[src/rtl/mem_access_unit_pkg.sv]
// Shared constants for the data-memory access unit: RV32I load/store width
// codes and the bus-initiator FSM state encoding.
package mem_access_unit_pkg;

  localparam logic [2:0] FUNCT3_LB  = 3'b000;
  localparam logic [2:0] FUNCT3_LH  = 3'b001;
  localparam logic [2:0] FUNCT3_LW  = 3'b010;
  localparam logic [2:0] FUNCT3_LBU = 3'b100;
  localparam logic [2:0] FUNCT3_LHU = 3'b101;
  localparam logic [2:0] FUNCT3_SB  = 3'b000;
  localparam logic [2:0] FUNCT3_SH  = 3'b001;
  localparam logic [2:0] FUNCT3_SW  = 3'b010;

  typedef enum logic [1:0] {
    ST_IDLE  = 2'd0,
    ST_WRITE = 2'd1,
    ST_READ  = 2'd2,
    ST_FAULT = 2'd3
  } state_e;

endpackage

[src/rtl/mem_align.sv]
// Combinational lane logic shared by loads and stores: legality, byte enables,
// store-data replication and load-data extraction with sign/zero extension.
module mem_align
  import mem_access_unit_pkg::*;
(
  input  logic [2:0]  funct3_i,
  input  logic [1:0]  addrLo_i,
  input  logic [31:0] wData_i,
  input  logic [31:0] rWord_i,
  output logic        legal_o,
  output logic [3:0]  byteEn_o,
  output logic [31:0] wDataRep_o,
  output logic [31:0] rDataExt_o
);

  logic        isHalf;
  logic        isWord;
  logic [31:0] shifted;

  assign isHalf  = (funct3_i[1:0] == FUNCT3_SH[1:0]);
  assign isWord  = (funct3_i[1:0] == FUNCT3_SW[1:0]);
  assign shifted = rWord_i >> {addrLo_i, 3'b000};

  // 011 and 11x are undefined widths regardless of direction.
  assign legal_o = !((funct3_i == 3'b011) ||
                     (funct3_i[2:1] == 2'b11) ||
                     (isHalf && addrLo_i[0]) ||
                     (isWord && (addrLo_i != 2'b00)));

  always_comb begin
    byteEn_o   = 4'b0000;
    wDataRep_o = 32'h0000_0000;
    case (funct3_i[1:0])
      FUNCT3_SB[1:0]: begin
        byteEn_o   = 4'b0001 << addrLo_i;
        wDataRep_o = {4{wData_i[7:0]}};
      end
      FUNCT3_SH[1:0]: begin
        byteEn_o   = 4'b0011 << {addrLo_i[1], 1'b0};
        wDataRep_o = {2{wData_i[15:0]}};
      end
      FUNCT3_SW[1:0]: begin
        byteEn_o   = 4'b1111;
        wDataRep_o = wData_i;
      end
      default: begin
        byteEn_o   = 4'b0000;
        wDataRep_o = 32'h0000_0000;
      end
    endcase
  end

  always_comb begin
    rDataExt_o = shifted;
    case (funct3_i)
      FUNCT3_LB:  rDataExt_o = {{24{shifted[7]}}, shifted[7:0]};
      FUNCT3_LH:  rDataExt_o = {{16{shifted[15]}}, shifted[15:0]};
      FUNCT3_LBU: rDataExt_o = {24'h000000, shifted[7:0]};
      FUNCT3_LHU: rDataExt_o = {16'h0000, shifted[15:0]};
      FUNCT3_LW:  rDataExt_o = shifted;
      default:    rDataExt_o = shifted;
    endcase
  end

endmodule

[src/rtl/mem_access_unit.sv]
// Single-outstanding load/store bus initiator: registers the request onto the
// IO bus, waits out the read latency and returns the extended load result.
module mem_access_unit
  import mem_access_unit_pkg::*;
#(
  parameter int RD_LAT = 1
) (
  input  logic        iCLK,
  input  logic        iRST_n,
  input  logic        iReq,
  input  logic        iWrite,
  input  logic [2:0]  iFunct3,
  input  logic [31:0] iAddr,
  input  logic [31:0] iWData,
  output logic        oBusy,
  output logic        oDone,
  output logic        oFault,
  output logic [31:0] oRData,
  output logic        oReadEnable,
  output logic        oWriteEnable,
  output logic [3:0]  oByteEnable,
  output logic [31:0] oAddress,
  output logic [31:0] oWriteData,
  input  logic [31:0] iReadData
);

  localparam logic [2:0] RdLat = 3'(RD_LAT);

  state_e      state_q;
  logic [2:0]  cnt_q;
  logic [2:0]  cnt_d;
  logic [2:0]  funct3_q;
  logic [1:0]  addrLo_q;
  logic [2:0]  funct3Sel;
  logic [1:0]  addrLoSel;
  logic        legal;
  logic [3:0]  byteEn;
  logic [31:0] wDataRep;
  logic [31:0] rDataExt;

  // The align block sees the live request while idle and the latched one during a read.
  assign funct3Sel = (state_q == ST_IDLE) ? iFunct3 : funct3_q;
  assign addrLoSel = (state_q == ST_IDLE) ? iAddr[1:0] : addrLo_q;
  assign cnt_d     = cnt_q + 3'd1;

  mem_align uAlign (
    .funct3_i   (funct3Sel),
    .addrLo_i   (addrLoSel),
    .wData_i    (iWData),
    .rWord_i    (iReadData),
    .legal_o    (legal),
    .byteEn_o   (byteEn),
    .wDataRep_o (wDataRep),
    .rDataExt_o (rDataExt)
  );

  always_ff @(posedge iCLK or negedge iRST_n) begin
    if (!iRST_n) begin
      state_q      <= ST_IDLE;
      cnt_q        <= 3'd0;
      funct3_q     <= 3'd0;
      addrLo_q     <= 2'd0;
      oBusy        <= 1'b0;
      oDone        <= 1'b0;
      oFault       <= 1'b0;
      oRData       <= 32'h0;
      oReadEnable  <= 1'b0;
      oWriteEnable <= 1'b0;
      oByteEnable  <= 4'b0000;
      oAddress     <= 32'h0;
      oWriteData   <= 32'h0;
    end else begin
      oDone  <= 1'b0;
      oFault <= 1'b0;
      case (state_q)
        ST_IDLE: begin
          oBusy        <= 1'b0;
          oReadEnable  <= 1'b0;
          oWriteEnable <= 1'b0;
          oByteEnable  <= 4'b0000;
          oAddress     <= 32'h0;
          oWriteData   <= 32'h0;
          if (iReq) begin
            funct3_q <= iFunct3;
            addrLo_q <= iAddr[1:0];
            cnt_q    <= 3'd0;
            oBusy    <= 1'b1;
            if (!legal) begin
              state_q <= ST_FAULT;
              oFault  <= 1'b1;
            end else if (iWrite) begin
              state_q      <= ST_WRITE;
              oWriteEnable <= 1'b1;
              oAddress     <= iAddr;
              oByteEnable  <= byteEn;
              oWriteData   <= wDataRep;
            end else begin
              state_q     <= ST_READ;
              oReadEnable <= 1'b1;
              oAddress    <= iAddr;
              oByteEnable <= byteEn;
            end
          end
        end
        ST_WRITE: begin
          state_q      <= ST_IDLE;
          oBusy        <= 1'b0;
          oDone        <= 1'b1;
          oWriteEnable <= 1'b0;
          oByteEnable  <= 4'b0000;
          oAddress     <= 32'h0;
          oWriteData   <= 32'h0;
        end
        ST_READ: begin
          if (cnt_q == RdLat) begin
            state_q     <= ST_IDLE;
            oBusy       <= 1'b0;
            oDone       <= 1'b1;
            oRData      <= rDataExt;
            oReadEnable <= 1'b0;
            oByteEnable <= 4'b0000;
            oAddress    <= 32'h0;
          end else begin
            cnt_q <= cnt_d;
          end
        end
        ST_FAULT: begin
          state_q <= ST_IDLE;
          oBusy   <= 1'b0;
        end
        default: state_q <= ST_IDLE;
      endcase
    end
  end

endmodule
[config.mk]
export PLATFORM = sky130hd
export DESIGN_NAME = mem_access_unit
export DESIGN_NICKNAME = d
export VERILOG_FILES = /design/src/rtl/mem_access_unit_pkg.sv /design/src/rtl/mem_align.sv /design/src/rtl/mem_access_unit.sv
export SDC_FILE = /design/constraint.sdc
export NUM_CORES = 1
export LEC_CHECK = 0
export CAP_MARGIN = 20
export CORE_ASPECT_RATIO = 0.75
export CORE_MARGIN = 2
export CORE_UTILIZATION = 40
export CTS_CLUSTER_SIZE = 16
export DETAILED_ROUTE_END_ITERATION = 10
export PLACE_DENSITY = 0.79
export SLEW_MARGIN = 20
export SYNTH_ARGS = -nofsm -noshare
export SYNTH_HDL_FRONTEND = slang
export SYNTH_SLANG_ARGS = --single-unit
[constraint.sdc]
create_clock -name iCLK -period 2.7 [get_ports iCLK]
set_input_delay 0.54 -clock iCLK [delete_from_list [all_inputs] [get_ports iCLK]]
set_output_delay 0.54 -clock iCLK [all_outputs]
set_load 0.05 [all_outputs]
==> run metrics, run 1 <==
Post-synth top flop=dfrtp_1; WL final=17300 um; die footprint=around 15000 um2; initial DRC count=291; NetSw=5.54 mW; IR drop worst, VDD=0.834 mV; via count=5205; Placed Instances=between 900 and 1000; IO Count=208; crit path time final=around 2.6 ns; fin. max-slew vios=0; first drt pass iteration count=5; Synth area leader=dfrtp_1; Clock Skew=between 0.009 and 0.01 ns; Yosys warning count=0; initial antenna violation count=0; vias in the first global route=roughly 5200; Least-Margin Pin Slew=0.780 ns; Leak Pwr=approximately 3.7 nW; Clock Sinks=between 100 and 150; Sequential Power Share=23.2%; Clock Path Buffers=2; Finished Layout Cells=935; Syn Inst Count=~530; status=completed; Port Buf Inserts=207; Synth top area share=52.6%; Root Driver=clkbuf_16; Num CTS Buffers=17; # diodes=0; largest net degree at the start of global routing=56; fmax=390 MHz; Avg WL per Cell=18.6 um; CTS tree=done; synthesized area=5480 um2; Net Sw Frac=47.0%; worst skew pair latency=0.41 ns; post-synthesis net count=640; synth unique cells=between 40 and 50; Max stage delay on crit path=0.71 ns; crit end category=flip-flop; htree depth=4; Mean Syn Cell Area=10.3 um2; combinational share of power=56.4%; Die X=roughly 140 um; sequential share of the synthesized area=52.6%; WP buf/inv=2; count of final hold-check violations=0; first-pass GRT wire length=28000 um; crit path launch type=flip-flop; drt drc=0; share of post-route cells with drive strength above 1=13.1%; Final ANT Viol Nets=0; pwr dens=1380 nW/um2; DIE HEIGHT=105 um; vias per cell=5.57; fraction of registers with async set/reset=100%; Critical Path Slowest Stage Cell=or4b_4; setup violators final=0; Clock transition at path regs=0.06 ns; worst min path class=input port to asynchronous set/reset pin; Slew HR=47.6%; Clock power frac=between 20 and 25%; RSZ-0062 raised after global routing=no; Synth Register Bits=115; NumNets Final=860; GRT Overall Usage=between 20% and 30%; core box area=13200 um2; critical path cell sequence=inv_1, ha_2, buf_4, mux2i_4, a31oi_4, or4b_4, o21ai_0; worst setup path category=flip-flop to flip-flop; Max Cap Viol=0; Post-synth EDFFs=0; gpl congestion=between 0.9 and 1; initial core utilization=between 40% and 50%; synth top area cells=dfrtp_1, a22o_1, nand2_1, a21oi_1, nor2_1; delay-heaviest family, CP=simple AND/OR/NAND/NOR gates; CP required=3.02 ns; final worst path period share=95.0%; Post-DP HPWL=12600 um; CP Data Arrival Time=2.88 ns; Max FO, Critical Path=23; row cnt=36; setup TNS=0 ns; internal power=6.24 mW; filler cell count=1054; P&R area growth vs syn=55.3%; fin util=between 60% and 70%; gr ovfl total=0
## flip-flops by register name (all words and copies together) (netlist names)
| name | count |
|---|---|
| oAddress | 32 |
| oRData | 32 |
| oWriteData | 32 |
| oByteEnable | 4 |
| cnt_q | 3 |
| funct3_q | 3 |
| addrLo_q | 2 |
| state_q | 2 |
| oBusy | 1 |
| oDone | 1 |
| oFault | 1 |
| oReadEnable | 1 |
| oWriteEnable | 1 |
## worst paths after layout
kind,slack [ns],cells after the start,start,to
max in group asynchronous,1.80,2,iRST_n,funct3_q[1]
max,0.14,7,state_q[0],oWriteData[14]
min in group iCLK,0.47,1,oRData[1],oRData[1]
min,0.15,1,iRST_n,oRData[18]
min reg2reg,0.47,1,oRData[1],oRData[1]
max reg2reg,0.14,7,state_q[0],oWriteData[14]
## through the flow
| stage | power (mW) | setup WS, ns | hold slack, ns | area [um2] |
|---|---|---|---|---|
| 6_report | 11.8 | 0.135 | 0.151 | 8500 |
| 5_1_grt | 12.4 | 0.0172 | 0.199 | 8500 |
| 4_1_cts | 11.8 | 0.117 | 0.170 | 8480 |
| 3_5_place_dp | 9.30 | -0.0342 | 0.466 | 7850 |
| 3_3_place_gp | 9.18 | 0.0364 | 0.463 | 7850 |
| 2_1_floorplan | 7.05 | 0.359 | 0.244 | 5480 |
## metal layers
metal  up-vias  global-route usage, %  wire length [um]
met5         -                      0                 0
met1      2557                   30.9              7180
met4         0                   9.16               389
met3        30                   9.00              1730
met2       249                   37.5              8040
li1       2369                      -                 -
## power groups by stage
| stage | clock (mW) | sequential, mW | combinational [mW] |
|---|---|---|---|
| after floorplan | 0 | 4.60 | 2.45 |
| after global placement | 0 | 2.72 | 6.46 |
| after detailed placement | 0 | 2.74 | 6.56 |
| after CTS | 2.44 | 2.74 | 6.60 |
| after global routing | 2.53 | 2.81 | 7.06 |
| final | 2.40 | 2.74 | 6.64 |
## cell usage after synthesis (all sizes together) (5+ instances only)
library cell,n
dfrtp,115
nand2,73
a21oi,55
nor2,53
a22o,47
o21ai,31
clkbuf,26
a22oi,16
a211oi,14
mux2i,14
buf,12
mux2,8
nor2b,8
a21o,7
o2bb2ai,7
ha,6
inv,5
## logic make-up (layout without fill, tap and decap cells)
kind of cell	Yosys count	count (layout)	synth area share, %
adders and majority gates	6	6	1.37
buffers and inverters	43	276	3.63
AOI/OAI and AO/OA	190	190	25.3
and+or+nand+nor	154	154	12.6
xor gates and xnor gates	1	1	0.160
DFF	115	115	52.6
muxes	22	22	4.34
## what timing repair did
action                                  4_1_cts  5_1_grt
resized for setup                             1        0
setup buffers                                 0        1
cloned                                        0        0
pin swaps                                     0        2
hold buffers                                  0        0
endpoints found under the setup margin        3       17
## layout make-up
class,instances,area [um2],area share (%)
repair buffers,239,2350,27.6
flip-flops and latches,115,2880,33.8
clock buffers,18,429,5.05
well taps,171,214,2.52
inverters,5,18.8,0.221
multi-input cells,373,2420,28.4
clock inverters,14,201,2.37
## layout by cell type (no fill, tap or decap), types with 3 or more instances in the layout
| cell type | netlist | layout |
|---|---|---|
| a211oi_1 | 14 | 14 |
| a21o_1 | 7 | 7 |
| a21oi_1 | 54 | 54 |
| a22o_1 | 47 | 47 |
| a22oi_1 | 15 | 15 |
| a31oi_1 | 3 | 3 |
| and2_1 | 3 | 3 |
| buf_12 | 0 | 3 |
| buf_4 | 2 | 30 |
| bufinv_16 | 0 | 4 |
| clkbuf_16 | 0 | 17 |
| clkdlybuf4s50_1 | 0 | 206 |
| clkinv_4 | 0 | 3 |
| dfrtp_1 | 115 | 115 |
| ha_1 | 6 | 5 |
| inv_1 | 5 | 5 |
| inv_6 | 0 | 4 |
| mux2_2 | 5 | 5 |
| mux2i_1 | 14 | 13 |
| nand2_1 | 73 | 73 |
| nand2b_1 | 3 | 3 |
| nand3_1 | 3 | 3 |
| nor2_1 | 52 | 51 |
| nor2b_1 | 8 | 8 |
| o21ai_0 | 12 | 12 |
| o21ai_2 | 19 | 19 |
| o2bb2ai_1 | 7 | 7 |
Note: power is estimated with default switching activity, not from simulation.
==> run 2, diff against run 1 <==
CORE_ASPECT_RATIO = 0.6   (was 0.75)
PLACE_DENSITY = 0.82   (was 0.79)
clock period = 2.3 ns   (was 2.7 ns; I/O delays follow)
==> run metrics, run 2 (same netlist as run 1, synthesis figures left out) <==
status=completed; gpl congestion=0.928; Port Buf Inserts=207; WP buf/inv=2; Max Cap Viol=0; largest net degree at the start of global routing=42; Clock Path Buffers=2; CTS tree=done; reg2reg setup slack=0.03 ns; CP required=2.61 ns; worst skew pair latency=0.40 ns; share of post-route cells with drive strength above 1=approximately 18%; via count=5293; reg2reg start=state_q[0]; crit end category=flip-flop; Root Driver=clkbuf_16; Die X=155 um; Sequential Power Share=22.6%; first drt pass iteration count=5; Num CTS Buffers=17; WL final=18100 um; DIE HEIGHT=94.6 um; Leak Pwr=3.88 nW; FF-to-FF path depth=8; NumNets Final=roughly 880; Max stage delay on crit path=0.57 ns; setup violators final=0; critical path depth=8; P&R area growth vs syn=61.5%; initial antenna violation count=0; Max FO, Critical Path=12; drt drc=0; Net Sw Frac=46.4%; critical path cell sequence=inv_2, ha_4, mux2_4, nor2_4, a31oi_4, or4b_4, buf_12, o21ai_2; hold slack=0.0513 ns; Metal-1 WL=8150 um; Clock Skew=0.0103 ns; first-pass GRT wire length=27500 um; vias in the first global route=5237; worst min path class=input port to asynchronous set/reset pin; fin. max-slew vios=0; IR drop worst, VDD=0.731 mV; internal power=just under 8 mW; Critical Path Slowest Stage Cell=or4b_4; gr ovfl total=0; Clock transition at path regs=0.05 ns; Slew HR=62.7%; vias per cell=5.50; CP Data Arrival Time=2.59 ns; count of final hold-check violations=0; Clock Sinks=115; NetSw=6.64 mW; worst setup path category=flip-flop to flip-flop; routed wl met2=8110 um; pwr dens=1620 nW/um2; largest registers=oAddress (32), oRData (32), oWriteData (32); commonest non-fill, non-tap cell in the layout=clkdlybuf4s50_1; GRT Overall Usage=24.1%; Final ANT Viol Nets=0; Setup crit start=state_q[0]; core box area=around 14000 um2; Post-DP HPWL=13300 um; delay-heaviest family, CP=simple AND/OR/NAND/NOR gates; r2r endpoint=oWriteData[15]; Worst Setup EP=oWriteData[15]; fmax=about 440 MHz; combinational share of power=around 59%; IO Count=208; Least-Margin Pin Slew=0.558 ns; final worst path period share=98.9%; Avg WL per Cell=18.8 um; crit path launch type=flip-flop; initial DRC count=between 300 and 400; crit path time final=2.27 ns; Detail Route met3 WL=1650 um; Top Metal Used=met4; row cnt=33; filler cell count=between 900 and 1000; setup TNS=0 ns; # diodes=0; Clock power frac=18.5%; initial core utilization=40.6%; most frequent cells in the layout=clkdlybuf4s50_1, dfrtp_1, nand2_1, a21oi_1, nor2_1; htree depth=4; die footprint=14700 um2; RSZ-0062 raised after global routing=yes
==> run 2: how the worst min path moves through the flow <==
| stage | startpoint | to | depth (start not counted) |
|---|---|---|---|
| 2_1_floorplan | iRST_n | addrLo_q[0] | 0 |
| 3_3_place_gp | oRData[3] | oRData[3] | 1 |
| 3_5_place_dp | iRST_n | oWriteData[6] | 1 |
| 4_1_cts | iRST_n | oWriteData[6] | 1 |
| 5_1_grt | iRST_n | oWriteData[6] | 1 |
| 6_report | iRST_n | oWriteData[6] | 1 |
==> run 2: area by class of cell <==
type                            instances  area, um2  area share (%)
Multi-Input combinational cell        373       2500            28.3
Sequential cell                       115       2880            32.6
Clock buffer                           23        468            5.29
Tap cell                              175        219            2.48
Clock inverter                          9        129            1.46
Inverter                                5       18.8           0.212
Timing Repair Buffer                  263       2630            29.7
==> run 2: through the flow <==
step	instance area [um2]	instances	total power, mW	util [%]	setup WS (ns)
2_1_floorplan	5490	531	8.31	-	0.0116
3_3_place_gp	8050	923	11.0	59.6	-0.157
3_5_place_dp	8050	923	11.2	59.6	-0.265
4_1_cts	8720	958	14.1	64.6	0.0311
5_1_grt	8840	963	15.0	65.5	-0.0747
6_report	8840	963	14.3	65.5	0.0257
==> run 2: repair_timing <==
action | in CTS | in global routing
buffers inserted | 2 | 4
gates cloned | 1 | 1
resized for setup | 12 | 14
endpoints found under the setup margin | 83 | 78
pin swaps | 3 | 4
hold buffers | 0 | 0
==> run 2: per-layer routing <==
layer  vias up  track usage [%]
met4         0             6.17
met5         -                0
met1      2605             32.9
li1       2417                -
met2       255             37.0
met3        16             8.17
==> run 2: power groups by stage <==
stage               registers (mW)  clock network [mW]  logic (mW)
finish                        3.23                2.65        8.44
global route                  3.31                2.80        8.91
CTS                           3.23                2.69        8.16
detailed placement            3.24                   0        7.99
global placement              3.19                   0        7.81
floorplan                     5.40                   0        2.91
